$ cat src/rtl/commit_halt_ctrl.sv
// Retirement sequencer between RV64 writeback and the difftest layer: gates retirement
// (run / N-step / halted), registers one commit record per retire and latches the halt cause.
module commit_halt_ctrl #(
  parameter int CNT_W     = 64,
  parameter int STEP_W    = 16,
  parameter int WDOG      = 1024,
  parameter int START_RUN = 1
) (
  input  logic              clk,
  input  logic              rst,
  input  logic              i_wb_valid,
  output logic              o_wb_ready,
  input  logic [63:0]       i_wb_pc,
  input  logic [31:0]       i_wb_inst,
  input  logic              i_wb_is_break,
  input  logic [63:0]       i_a0,
  input  logic              i_host_cmd_valid,
  input  logic [1:0]        i_host_cmd,
  input  logic [STEP_W-1:0] i_host_step_n,
  output logic              o_host_cmd_ready,
  output logic              o_cm_valid,
  output logic [63:0]       o_cm_pc,
  output logic [31:0]       o_cm_inst,
  output logic [CNT_W-1:0]  o_retired_cnt,
  output logic              o_halted,
  output logic [1:0]        o_halt_reason,
  output logic [63:0]       o_exit_code,
  output logic              o_good_trap
);

  typedef enum logic [1:0] {S_RUN = 2'd0, S_STEP = 2'd1, S_HALTED = 2'd2} state_e;
  typedef enum logic [1:0] {R_NONE = 2'd0, R_EBREAK = 2'd1, R_HOST = 2'd2, R_WDOG = 2'd3} reason_e;
  typedef enum logic [1:0] {CMD_RUN = 2'd0, CMD_STEP = 2'd1, CMD_HALT = 2'd2, CMD_RSVD = 2'd3} cmd_e;

  localparam state_e          RESET_STATE = (START_RUN != 0) ? S_RUN : S_HALTED;
  localparam int              WD_W        = (WDOG > 1) ? $clog2(WDOG) : 1;
  localparam int              WD_LAST_I   = (WDOG > 0) ? WDOG - 1 : 0;
  localparam logic [WD_W-1:0] WD_LAST     = WD_W'(WD_LAST_I);

  state_e              r_state;
  reason_e             r_halt_reason;
  logic [STEP_W-1:0]   r_step_left;
  logic [WD_W-1:0]     r_wdog_cnt;
  logic                r_cm_valid;
  logic [63:0]         r_cm_pc;
  logic [31:0]         r_cm_inst;
  logic [CNT_W-1:0]    r_retired_cnt;
  logic [63:0]         r_exit_code;
  logic                r_good_trap;

  state_e              w_state_nxt;
  reason_e             w_reason_nxt;
  logic [STEP_W-1:0]   w_step_left_nxt;
  logic [WD_W-1:0]     w_wdog_nxt;
  logic [STEP_W-1:0]   w_step_load;
  cmd_e                w_cmd;
  logic                w_retire;
  logic                w_accept;
  logic                w_terminal;
  logic                w_wdog_fire;
  logic                w_step_last;

  assign w_cmd       = cmd_e'(i_host_cmd);
  assign w_step_load = (i_host_step_n == '0) ? STEP_W'(1) : i_host_step_n;
  assign w_terminal  = (r_halt_reason == R_EBREAK) || (r_halt_reason == R_WDOG);
  assign w_retire    = i_wb_valid & o_wb_ready;
  assign w_accept    = i_host_cmd_valid & o_host_cmd_ready;
  assign w_step_last = (r_state == S_STEP) && (r_step_left == STEP_W'(1));
  assign w_wdog_fire = (WDOG != 0) && (r_state != S_HALTED) && !w_retire && (r_wdog_cnt == WD_LAST);

  assign o_wb_ready       = (r_state == S_RUN) || ((r_state == S_STEP) && (r_step_left != '0));
  assign o_host_cmd_ready = !w_terminal;
  assign o_halted         = (r_state == S_HALTED);
  assign o_halt_reason    = r_halt_reason;
  assign o_cm_valid       = r_cm_valid;
  assign o_cm_pc          = r_cm_pc;
  assign o_cm_inst        = r_cm_inst;
  assign o_retired_cnt    = r_retired_cnt;
  assign o_exit_code      = r_exit_code;
  assign o_good_trap      = r_good_trap;

  // Halt sources in priority order: ebreak, watchdog, host command, step completion.
  always_comb begin
    w_state_nxt     = r_state;
    w_reason_nxt    = r_halt_reason;
    w_step_left_nxt = r_step_left;
    if (w_retire && (r_state == S_STEP)) begin
      w_step_left_nxt = r_step_left - STEP_W'(1);
    end
    if (w_retire && i_wb_is_break) begin
      w_state_nxt  = S_HALTED;
      w_reason_nxt = R_EBREAK;
    end else if (w_wdog_fire) begin
      w_state_nxt  = S_HALTED;
      w_reason_nxt = R_WDOG;
    end else if (w_accept && (w_cmd != CMD_RSVD)) begin
      case (w_cmd)
        CMD_RUN: begin
          w_state_nxt  = S_RUN;
          w_reason_nxt = R_NONE;
        end
        CMD_STEP: begin
          w_state_nxt     = S_STEP;
          w_reason_nxt    = R_NONE;
          w_step_left_nxt = w_step_load;
        end
        default: begin
          w_state_nxt  = S_HALTED;
          w_reason_nxt = R_HOST;
        end
      endcase
    end else if (w_retire && w_step_last) begin
      w_state_nxt  = S_HALTED;
      w_reason_nxt = R_HOST;
    end
  end

  // The idle counter only runs across consecutive retire-free cycles in one running state.
  always_comb begin
    w_wdog_nxt = r_wdog_cnt + WD_W'(1);
    if ((WDOG == 0) || w_retire || (w_state_nxt != r_state) || (r_state == S_HALTED)) begin
      w_wdog_nxt = '0;
    end
  end

  always_ff @(posedge clk) begin
    if (rst) begin
      r_state       <= RESET_STATE;
      r_halt_reason <= R_NONE;
      r_step_left   <= '0;
      r_wdog_cnt    <= '0;
      r_cm_valid    <= 1'b0;
      r_cm_pc       <= '0;
      r_cm_inst     <= '0;
      r_retired_cnt <= '0;
      r_exit_code   <= '0;
      r_good_trap   <= 1'b0;
    end else begin
      r_state       <= w_state_nxt;
      r_halt_reason <= w_reason_nxt;
      r_step_left   <= w_step_left_nxt;
      r_wdog_cnt    <= w_wdog_nxt;
      r_cm_valid    <= w_retire;
      if (w_retire) begin
        r_cm_pc       <= i_wb_pc;
        r_cm_inst     <= i_wb_inst;
        r_retired_cnt <= r_retired_cnt + CNT_W'(1);
      end
      if (w_retire && i_wb_is_break) begin
        r_exit_code <= i_a0;
        r_good_trap <= (i_a0 == '0);
      end
    end
  end

endmodule

$ cat config.mk
export PLATFORM = sky130hd
export DESIGN_NAME = commit_halt_ctrl
export DESIGN_NICKNAME = d
export VERILOG_FILES = /design/src/rtl/commit_halt_ctrl.sv
export SDC_FILE = /design/constraint.sdc
export NUM_CORES = 1
export LEC_CHECK = 0
export CORE_MARGIN = 1.5
export CORE_UTILIZATION = 30
export DETAILED_ROUTE_END_ITERATION = 10
export SKIP_CTS_REPAIR_TIMING = 1
export SLEW_MARGIN = 0
export SYNTH_ARGS = -nofsm -noshare
export SYNTH_HDL_FRONTEND = slang
export SYNTH_SLANG_ARGS = --single-unit
$ cat constraint.sdc
create_clock -name clk -period 2.1 [get_ports clk]
set_input_delay 0.21 -clock clk [delete_from_list [all_inputs] [get_ports clk]]
set_output_delay 0.21 -clock clk [all_outputs]
set_load 0.02 [all_outputs]
==> Yosys cells after proc, flatten, opt, wreduce, memory -nomap -nowiden <==
Cells that the tools add are included.
{ "totals": {"output_inout_bits": 231, "register_bits": 256, "wordCells": 66, "input_bits": 183} }
{ "op_classes": {"n_addsub": 3, "reduce_logical": 24, "n_eq_ne": 10, "bitwise_logic": 2, "muxes": 16} }
{ "op_table": {"columns": ["op", "n"], "rows": [
  ["2-to-1 mux 16 bit", 6],
  ["adder 64 x 1 -> 64 bit, second input constant", 1],
  ["logical NOT 64 bit", 1],
  ["equality test 16 x 1 -> 1 bit, second input constant", 1],
  ["logical NOT 16 bit", 1],
  ["2-to-1 mux 2 bit", 8],
  ["nonzero test 16 bit", 1],
  ["subtractor 16 x 1 -> 16 bit, second input constant", 1],
  ["adder 10 x 1 -> 10 bit, second input constant", 1],
  ["equality test 10 bit, second input constant", 1],
  ["logical AND 1 bit", 8],
  ["equality test 2 x 1 -> 1 bit, second input constant", 3],
  ["OR reduction 2 bit", 3],
  ["equality test 2 bit, second input constant", 2],
  ["logical NOT 2 bit", 2],
  ["logical OR 1 bit", 4],
  ["inequality test 2 bit, second input constant", 2],
  ["one-hot mux 2 bit (2 select lines)", 1],
  ["nonzero test 4 bit", 1],
  ["nonzero test 3 bit", 1],
  ["bitwise AND 1 bit", 2],
  ["logical NOT 1 bit", 2],
  ["inequality test 2 bit", 1],
  ["2-to-1 mux 1 bit", 1]
]} }

==> Depth between registers and ports, before layout <==
Gate-level depths: netlist of run 1.
{ "depth": {"depth_word": 13, "mapped_depth": 10, "depth_no_buf": 8} }

==> Worst setup path after synthesis of run 1 <==
Ideal clock, no wire load.
{ "synth_timing": {"path_type": "flip-flop to flip-flop", "from": "register r_step_left[0]", "to": "register r_wdog_cnt[2]", "path_buffers": 0, "required_ps": 1966, "synth_period_minus_slack_ps": 2173, "arrival_time_ps": 2039, "path_stages_with_launch": 9, "setup_slack_ps": -73, "setup_time_ps": 134, "cell_sequence": "dfxtp_1 -> inv_1 -> ha_1 -> nor4b_1 -> and4_2 -> o211ai_4 -> a32o_1 -> o221ai_4 -> nor3_2"} }
{ "synth_between": {"elab_chain_len": 13, "elab_cells_between_ends": 19, "classes_between": "2 x eq/ne; 4 x mux; 1 x bitwise; 12 x reduce/logical"} }
{ "synth_rtl": {"columns": ["element", "line", "rtl"], "rows": [
  ["start, declared", "42", "logic [STEP_W-1:0] r_step_left;"],
  ["start signal, assigned", "141", "r_step_left <= w_step_left_nxt;"],
  ["nonzero test 16 bit", "71", "assign o_wb_ready = (r_state == S_RUN) || ((r_state == S_STEP) && (r_step_left != '0));"],
  ["logical AND 1 bit", "71", null],
  ["logical OR 1 bit", "71", null],
  ["bitwise AND 1 bit", "66", "assign w_retire = i_wb_valid & o_wb_ready;"],
  ["logical AND 1 bit / logical NOT 1 bit (equally long branches)", "112, 69", null],
  ["2-to-1 mux 2 bit / logical AND 1 bit (equally long branches)", "112, 69", null],
  ["2-to-1 mux 2 bit / logical AND 1 bit (equally long branches)", "96, 69", null],
  ["2-to-1 mux 2 bit", "93", "end else if (w_wdog_fire) begin"],
  ["2-to-1 mux 2 bit", "90", "if (w_retire && i_wb_is_break) begin"],
  ["inequality test 2 bit", "121", "if ((WDOG == 0) || w_retire || (w_state_nxt != r_state) || (r_state == S_HALTED)) begin"],
  ["logical OR 1 bit (*) (2 in series)", "121", null],
  ["OR reduction 2 bit (no source line) (*)", null, null],
  ["end signal, assigned", "142", "r_wdog_cnt <= w_wdog_nxt;"],
  ["end, declared", "43", "logic [WD_W-1:0] r_wdog_cnt;"]
]} }
Mark *: on every way between the ends. The rest lies on a longest branch, timed or not.
A chain may end at the register's enable or synchronous reset.

==> Worst setup path in the final report of run 1 <==
{ "layout_timing": {"from": "register r_step_left[0]", "to": "register r_wdog_cnt[9]"} }
Same word-level chain as after synthesis.

==> flow_summary.json, run 1 <==
{
  "routed_wl_mm": 38.7,
  "layout.nets": 1952,
  "final_util_pct": 50.8,
  "synth_area_um2": 10500,
  "reg2reg_slack_ns": -0.02,
  "grt_pass1_vias": 10300,
  "setup_violations": 4,
  "slowest_stage": "and4_4",
  "p_seq_share_pct": 40.5,
  "synthFlopType": "dfxtp_1",
  "pin_count": 414,
  "violations": "negative setup slack",
  "top_layer": "met5",
  "max_stage_delay_ns": 0.33,
  "met3_length_mm": 2.62,
  "yosysSeqAreaShare_pct": 48.6,
  "postSynthCellCount": 1274,
  "dr.pass1.iters": 5,
  "worstReg2RegEnd": "r_wdog_cnt[9]",
  "grt_pass1_wl_mm": 57.5,
  "max-slew-margin-rel_pct": 64.8,
  "grt.total_usage_pct": 19.9,
  "numCtsBuffers": 30,
  "cts-root-buf": "clkbuf_16",
  "start_util_pct": 30.5,
  "fmax_mhz": 472,
  "ant_nets": 0,
  "rr_worst_depth": 9,
  "cp_cell_sequence": "inv_2 -> ha_4 -> nor4b_4 -> and4_4 -> o211ai_4 -> a32o_2 -> o221ai_4 -> clkbuf_16 -> nor3_2",
  "dp.cells": 2173,
  "critical_path_arrival_ns": 2.56,
  "rows": 68,
  "cp_data_required_time_ns": 2.54,
  "die_area_um2": 36300,
  "p_int_mw": 9.59,
  "clk_pin_slew_ns": 0.06,
  "end_kind": "flop",
  "avgSynthCellArea_um2": 8.28,
  "fin_crit_sh_pct": 101,
  "drive_above_1_share_pct": 15.5,
  "clkSinkCount": 256,
  "min_from": "rst",
  "p_leak_nw": 6.38,
  "synth_edf_count": 0,
  "cts_max_path_buffers": 3,
  "htree_levels": 1,
  "drtIter0Drc": 512,
  "vias_per_cell": 4.77,
  "max_slew.worst_pin.slew_ns": 0.527,
  "yosys_register_bits": 256,
  "fp.coreArea_um2": 34500,
  "yosys_warnings": 0,
  "clockPowerShare_pct": 43.9,
  "insertion_delay_ns": 0.57,
  "io_buffers": 413,
  "vias": 10700,
  "grt_overflow_total": 0,
  "fin_skew_ns": 0.0270,
  "min_period_ns": 2.12,
  "final_max_slew_viol_count": 0,
  "cap_violations": 0,
  "hold_class": "primary input to flop",
  "cts_tree": "yes",
  "syn_nets": 1461,
  "hold-path-cell-count": 2,
  "crit_type": "flop to flop",
  "holdPathEnd": "o_cm_valid",
  "dp_hpwl_mm": 27.7,
  "stdcell_count": 2243,
  "yosysUniqueCellTypes": 54,
  "routedWlPerCell_um": 17.3,
  "antenna_found_initial": 3,
  "status": "finished with violations",
  "die_y_um": 190,
  "rsz0062_at_grt": "yes",
  "gp_congestion": 0.854,
  "grt_max_degree": 73,
  "ir_drop_mv": 0.658,
  "switching_share_pct": 25.6,
  "die-width_um": 190,
  "r2r-start": "r_step_left[0]",
  "critPathLaunch": "r_step_left[0]",
  "setup_slack_ns": -0.0189,
  "synthArstFlopShare_pct": 0,
  "setup.worst_path.start_class": "flop",
  "drc": 0,
  "final-hold-violation-count": 0,
  "p_sw_mw": 3.30,
  "crit_path_max_fanout": 5,
  "routed-wl-met2_mm": 18.8,
  "area_delta_synth_final_pct": 66.5,
  "met1_length_mm": 16.2,
  "combPwrFrac_pct": 15.7,
  "powerDensity_nw_per_um2": 734
}
==> state kept, by name (all words and copies together) (netlist names) <==
signal         cells
o_cm_pc           64
o_exit_code       64
o_retired_cnt     64
o_cm_inst         32
r_step_left       16
r_wdog_cnt        10
o_halt_reason      2
r_state            2
o_cm_valid         1
o_good_trap        1
==> how the worst max path moves through the flow <==
stage,endpoint,slack (ns),depth (start not counted)
after floorplan,o_retired_cnt[58],0.003,7
after global placement,o_retired_cnt[63],-0.18,9
after detailed placement,r_wdog_cnt[3],-0.18,8
after CTS,o_wb_ready,-0.51,6
after global routing,r_wdog_cnt[9],-0.1,10
final,r_wdog_cnt[9],-0.02,9
==> layout make-up <==
class / count / area, µm²
Inverter: 15 / 56.3
Clock inverter: 14 / 218
Timing Repair Buffer: 535 / 5320
Clock buffer: 39 / 865
Sequential cell: 256 / 5150
Fill cell: 3258 / 17000
Multi-Input combinational cell: 927 / 5380
Tap cell: 455 / 569
Antenna cell: 2 / 5.00
==> cell usage after synthesis (all sizes together), types with 2 or more instances <==
library cell | n | area (µm²)
nor3 | 40 | 262
nor2b | 2 | 12.5
xnor2 | 60 | 526
nor4b | 3 | 38.8
a311oi | 2 | 17.5
xor2 | 17 | 149
and3 | 8 | 50.1
a21oi | 174 | 871
or4 | 2 | 15.0
buf | 23 | 123
nor4 | 59 | 507
a211oi | 11 | 82.6
dfxtp | 256 | 5120
and2 | 3 | 18.8
nand3 | 29 | 145
and4 | 11 | 97.6
o211ai | 2 | 28.8
inv | 15 | 56.3
nand4 | 29 | 260
nand3b | 2 | 15.0
ha | 4 | 50.1
or3 | 6 | 37.5
nand4b | 2 | 17.5
nor2 | 83 | 312
a311o | 2 | 20.0
o21ai | 7 | 35.0
clkbuf | 53 | 199
nand2 | 355 | 1330
==> logic make-up after synthesis <==
| logic type | Yosys count | synth area share [%] |
|---|---|---|
| flops | 256 | 48.6 |
| simple gates | 637 | 29.9 |
| xor+xnor | 77 | 6.40 |
| compound gates | 209 | 11.1 |
| buf+inv | 91 | 3.58 |
| fa+ha+maj | 4 | 0.475 |
==> per-stage QoR <==
step	instance area, µm²	power, mW	hold slack, ns	setup slack, ns	setup TNS, ns
floorplan	10600	6.14	0.346	0.00256	0
global placement	16000	7.26	0.438	-0.185	-3.00
detailed placement	16000	7.27	0.446	-0.180	-3.10
CTS	17000	13.0	0.0643	-0.514	-3.71
global route	17600	13.4	0.0931	-0.0992	-1.23
finish	17600	12.9	0.0892	-0.0189	-0.0658
==> placed cells by master, fill, tap and decap left out, types with 3 or more instances in the layout <==
cell,instances
a21oi_1,174
xor2_1,17
or3_1,5
nor3_1,22
nor4_4,12
nand3_2,3
a211oi_1,11
nand4_4,5
nand4_1,22
clkinv_2,5
nor4_2,21
buf_6,3
buf_12,17
and4_1,8
clkbuf_16,33
dfxtp_2,12
ha_1,3
inv_1,13
nor4_1,26
clkbuf_8,8
o21ai_0,6
nand2_1,353
clkdlybuf4s50_1,410
nor2_1,81
xnor2_1,59
and3_1,6
dfxtp_1,242
nor3_2,17
bufinv_16,5
buf_4,100
nand3_1,26
==> worst max-delay path, delay by kind of cell, from the launching register on <==
kind	cells	cell delay, ns
AO/OA/AOI/OAI	3	0.66
adder cells (fa/ha/maj)	1	0.14
flip-flops	1	0.32
buffers and inverters	2	0.29
AND/OR/NAND/NOR	3	0.60
==> metal layers <==
layer / global-route usage [%] / up-vias
li1: - / 5328
met1: 24.8 / 4992
met2: 33.6 / 323
met3: 5.24 / 64
met4: 5.66 / 2
met5: 0 / -
==> power groups by stage <==
| stage | Sequential (mW) | Clock (mW) | Combinational, mW |
|---|---|---|---|
| 6_report | 5.21 | 5.65 | 2.02 |
| 3_3_place_gp | 5.31 | 0 | 1.96 |
| 3_5_place_dp | 5.31 | 0 | 1.96 |
| 2_1_floorplan | 5.55 | 0 | 0.597 |
| 4_1_cts | 5.21 | 5.79 | 1.97 |
| 5_1_grt | 5.23 | 5.98 | 2.16 |
Power figures use the tool's default switching activity.
==> inputs of run 2 (changes only) <==
- clock period: 2.1 -> 2.4 ns (I/O delays scaled with it)
==> flow_summary.json, run 2 (same netlist as run 1, synthesis figures left out) <==
{
  "status": "completed",
  "stdcell_area_um2": 16500,
  "grt.met3_usage_pct": 5.52,
  "rr_worst_depth": 10,
  "htree_levels": 1,
  "final_util_pct": 47.7,
  "seqCellArea_um2": 5120,
  "vias": 10400,
  "grt_max_degree": 86,
  "dr.pass1.iters": 4,
  "p_int_mw": 8.08,
  "fp.coreArea_um2": 34500,
  "ir_drop_mv": 0.525,
  "final-hold-violation-count": 0,
  "cap_violations": 0,
  "die-width_um": 190,
  "critPathLaunch": "r_step_left[0]",
  "rows": 68,
  "crit_path_max_fanout": 5,
  "io_buffers": 413,
  "cts_max_path_buffers": 3,
  "grt_most_used_layer": "met2",
  "critical_path_arrival_ns": 2.06,
  "area_delta_synth_final_pct": 56.3,
  "powerDensity_nw_per_um2": 660,
  "cts_tree": "yes",
  "worstReg2RegEnd": "r_wdog_cnt[8]",
  "setup.worst_path.end": "o_wb_ready",
  "max-slew-margin-rel_pct": 58.9,
  "drive_above_1_share_pct": 8.12,
  "numCtsBuffers": 31,
  "p_sw_mw": 2.80,
  "setup_slack_ns": 0.0979,
  "cp_data_required_time_ns": 2.16,
  "diodes": 0,
  "r2r-start": "r_step_left[0]",
  "routedWlPerCell_um": 17.2,
  "pin_count": 414,
  "vias_per_cell": 4.80,
  "grt_pass1_vias": 9821,
  "max_stage_delay_ns": 0.32,
  "clk_pin_slew_ns": 0.06,
  "grt.total_usage_pct": 19.4,
  "insertion_delay_ns": 0.56,
  "cp_cell_sequence": "inv_1 -> ha_1 -> nor4b_4 -> and4_4 -> nor2_1 -> dlymetal6s2s_1",
  "clockPowerShare_pct": 42.9,
  "switching_share_pct": 25.7,
  "rsz0062_at_grt": "yes",
  "cp_top_family": "simple AND/OR/NAND/NOR gates",
  "routed_wl_mm": 37.3,
  "combPwrFrac_pct": 15.1,
  "nFillCells": 3369,
  "place_ws_ns": -0.0717,
  "p_seq_share_pct": 42.0,
  "slowest_stage": "dfxtp_1",
  "crit_type": "flop to output port",
  "setup_violations": 0,
  "p_leak_nw": 5.72,
  "drc": 0,
  "antenna_found_initial": 0,
  "clkSinkCount": 256,
  "multiInputGateArea_um2": 5080,
  "tns_ns": 0,
  "gp_congestion": 0.853,
  "holdWs_ns": 0.227,
  "cts-root-buf": "clkbuf_16",
  "mostFrequentLayoutCells": "clkdlybuf4s50_1 (411), nand2_1 (353), dfxtp_1 (256)",
  "setup.worst_path.start_class": "flop",
  "end_kind": "output port",
  "ant_nets": 0,
  "grt_overflow_total": 0,
  "final_max_slew_viol_count": 0,
  "final_common_cell": "clkdlybuf4s50_1",
  "postPlaceCellArea_um2": 15400,
  "layout.nets": 1875,
  "grt_use_met2_pct": 32.8,
  "drtIter0Drc": 508,
  "die_area_um2": 36300,
  "fin_crit_sh_pct": 95.9,
  "min_period_ns": 2.30,
  "die_y_um": 190,
  "path_buf_inv": 2,
  "fin_skew_ns": 0.0157,
  "path_depth": 6,
  "reg2reg_slack_ns": 0.11,
  "met1_usage_pct": 24.1,
  "start_util_pct": 30.5,
  "grt_pass1_wl_mm": 56.1,
  "hold_class": "primary input to flop",
  "dp_hpwl_mm": 26.7,
  "fmax_mhz": 434,
  "max_slew.worst_pin.slew_ns": 0.617
}
-- run 2: power groups by stage --
stage / clock network, mW / registers [mW] / logic, mW
4_1_cts: 4.80 / 4.57 / 1.64
5_1_grt: 4.99 / 4.59 / 1.76
3_5_place_dp: 0 / 4.66 / 1.63
6_report: 4.66 / 4.57 / 1.64
3_3_place_gp: 0 / 4.65 / 1.63
2_1_floorplan: 0 / 4.85 / 0.521
-- run 2: through the flow --
stage               total power [mW]  std cells
detailed placement              6.29       2106
finish                          10.9       2167
global route                    11.3       2167
CTS                             11.0       2163
global placement                6.28       2106
floorplan                       5.37       1274
-- run 2: area by class of cell --
class	instances	area share (%)
Clock buffer	50	5.63
Clock inverter	7	0.577
Inverter	15	0.342
Multi-Input combinational cell	927	30.8
Sequential cell	256	31.1
Tap cell	455	3.46
Timing Repair Buffer	457	28.0
-- run 2: worst min path at each step --
stage / start / slack, ns / depth (start not counted) / to
after floorplan: i_a0[0] / 0.38 / 2 / o_exit_code[0]
after global placement: o_good_trap / 0.44 / 2 / o_good_trap
after detailed placement: o_exit_code[7] / 0.45 / 2 / o_exit_code[7]
after CTS: i_wb_pc[22] / 0.20 / 3 / o_cm_pc[22]
after global routing: i_wb_pc[50] / 0.21 / 3 / o_cm_pc[50]
final: i_wb_pc[61] / 0.23 / 3 / o_cm_pc[61]
-- run 2: layer usage --
metal	wire length, µm	up-vias
li1	-	5166
met1	15700	4918
met2	18100	268
met3	2560	52
met4	855	0
met5	0	-
-- run 2: worst register-to-register path, stage by stage (launching register included) --
cell and delay [ns]:
dfxtp_1 0.32, inv_1 0.10, ha_1 0.22, nor4b_4 0.27
nand4_2 0.23, buf_4 0.23, nand2_2 0.14, nand4_4 0.15
o221ai_4 0.29, buf_4 0.19, nor3_2 0.04
==> inputs of run 3 (changes only) <==
- REMOVE_ABC_BUFFERS: default -> 1
==> flow_summary.json, run 3 (same netlist as run 1, synthesis figures left out) <==
{
  "status": "completed",
  "crit_path_max_fanout": 27,
  "cap_violations": 0,
  "routedWlPerCell_um": 17.0,
  "die-width_um": 190,
  "dr.pass1.iters": 5,
  "final_max_slew_viol_count": 0,
  "max_slew.worst_pin.slew_ns": 0.524,
  "max_stage_delay_ns": 0.35,
  "critical_path_arrival_ns": 2.66,
  "layout.nets": 1886,
  "crit_type": "flop to flop",
  "ir_drop_mv": 0.467,
  "io_buffers": 413,
  "vias_per_cell": 4.80,
  "vias": 10500,
  "final_common_cell": "clkdlybuf4s50_1",
  "numCtsBuffers": 29,
  "cts-root-buf": "clkbuf_16",
  "slowest_stage": "dfxtp_1",
  "cts_tree": "yes",
  "fp.coreArea_um2": 34500,
  "powerDensity_nw_per_um2": 640,
  "drtIter0Drc": 549,
  "setup_slack_ns": 0.157,
  "final-hold-violation-count": 0,
  "area_delta_synth_final_pct": 56.2,
  "fin_crit_sh_pct": 93.4,
  "end_kind": "flop",
  "max-slew-margin-rel_pct": 64.7,
  "cp_top_family": "simple AND/OR/NAND/NOR gates",
  "dp_hpwl_mm": 27.3,
  "mostFrequentLayoutCells": "clkdlybuf4s50_1 (411), nand2_1 (353), dfxtp_1 (256)",
  "htree_levels": 1,
  "power_mw": 10.5,
  "grt.total_usage_pct": 19.4,
  "grt_pass1_vias": 9831,
  "clkSinkCount": 256,
  "rows": 68,
  "grt_max_degree": 102,
  "insertion_delay_ns": 0.55,
  "ant_nets": 0,
  "drc": 0,
  "pin_count": 414,
  "fin_skew_ns": 0.0181,
  "cp_data_required_time_ns": 2.82,
  "cp_cell_sequence": "inv_1 -> ha_1 -> nor4b_2 -> buf_4 -> nand4_2 -> buf_4 -> nand4_1 -> buf_12 -> nor4_1 -> xnor2_1 -> nor2_1",
  "setup_violations": 0,
  "cp_common_cell": "buf_4",
  "place_ws_ns": 0.126,
  "drive_above_1_share_pct": 8.77,
  "die_y_um": 190,
  "setup.worst_path.start_class": "flop",
  "routed_wl_mm": 37.1,
  "start_util_pct": 30.5,
  "cts_max_path_buffers": 3,
  "hold_class": "primary input to flop",
  "antenna_found_initial": 4,
  "path_buf_inv": 4,
  "clk_pin_slew_ns": 0.06,
  "grt_overflow_total": 0,
  "grt_pass1_wl_mm": 56.0,
  "min_period_ns": 2.24,
  "p_leak_nw": 5.74,
  "fmax_mhz": 446,
  "die_area_um2": 36300,
  "gp_congestion": 0.859
}
run 3: changes by cell type in the layout (fill, tap and decap cells not counted), sizes merged:
| cell | change |
|---|---|
| clkbuf | -2 |
| inv | +1 |
| diode | +2 |
| clkinvlp | -1 |
| bufinv | -2 |
| clkinv | -1 |
| buf | +14 |
run 3: cell type report:
class	instances	area, µm²
fillers	3335	18100
multi-input cells	927	5070
clock inverters	4	27.5
diodes	2	5.00
well taps	455	569
clock buffers	49	911
repair buffers	470	4700
inverters	15	56.3
flip-flops and latches	256	5120
run 3: report_power, final:
| group | internal [mW] | switching [mW] | total (mW) | leakage, nW |
|---|---|---|---|---|
| Clock | 2.56 | 1.76 | 4.32 | 0.464 |
| Sequential | 4.45 | 0.116 | 4.56 | 2.09 |
| Combinational | 0.808 | 0.853 | 1.66 | 3.19 |
| Total | 7.82 | 2.73 | 10.5 | 5.74 |
run 3: final timing paths:
check,from,end,slack (ns),depth (start not counted)
hold reg to reg,o_good_trap,o_good_trap,0.45,2
hold / removal,rst,o_retired_cnt[2],0.09,2
setup / recovery,r_step_left[1],o_retired_cnt[40],0.16,11
setup reg to reg,r_step_left[1],o_retired_cnt[40],0.16,11
run 3: through the flow:
step	TNS [ns]	area [µm²]	instances	utilization [%]	hold slack, ns
floorplan	-286.96	10200	1198	-	0.309
global route	-0.00923	16500	2178	47.7	0.0783
detailed placement	0	15500	2123	44.9	0.445
global placement	0	15500	2123	44.9	0.441
CTS	-0.331	16400	2176	47.6	0.0747
finish	0	16500	2178	47.7	0.0922
run 3: metal layers:
metal	track usage [%]	up-vias	share of wire [%]
li1	-	5198	-
met1	23.9	4883	42
met2	33.5	299	48
met3	3.86	67	6.5
met4	6.81	4	3.1
met5	0	-	0.073
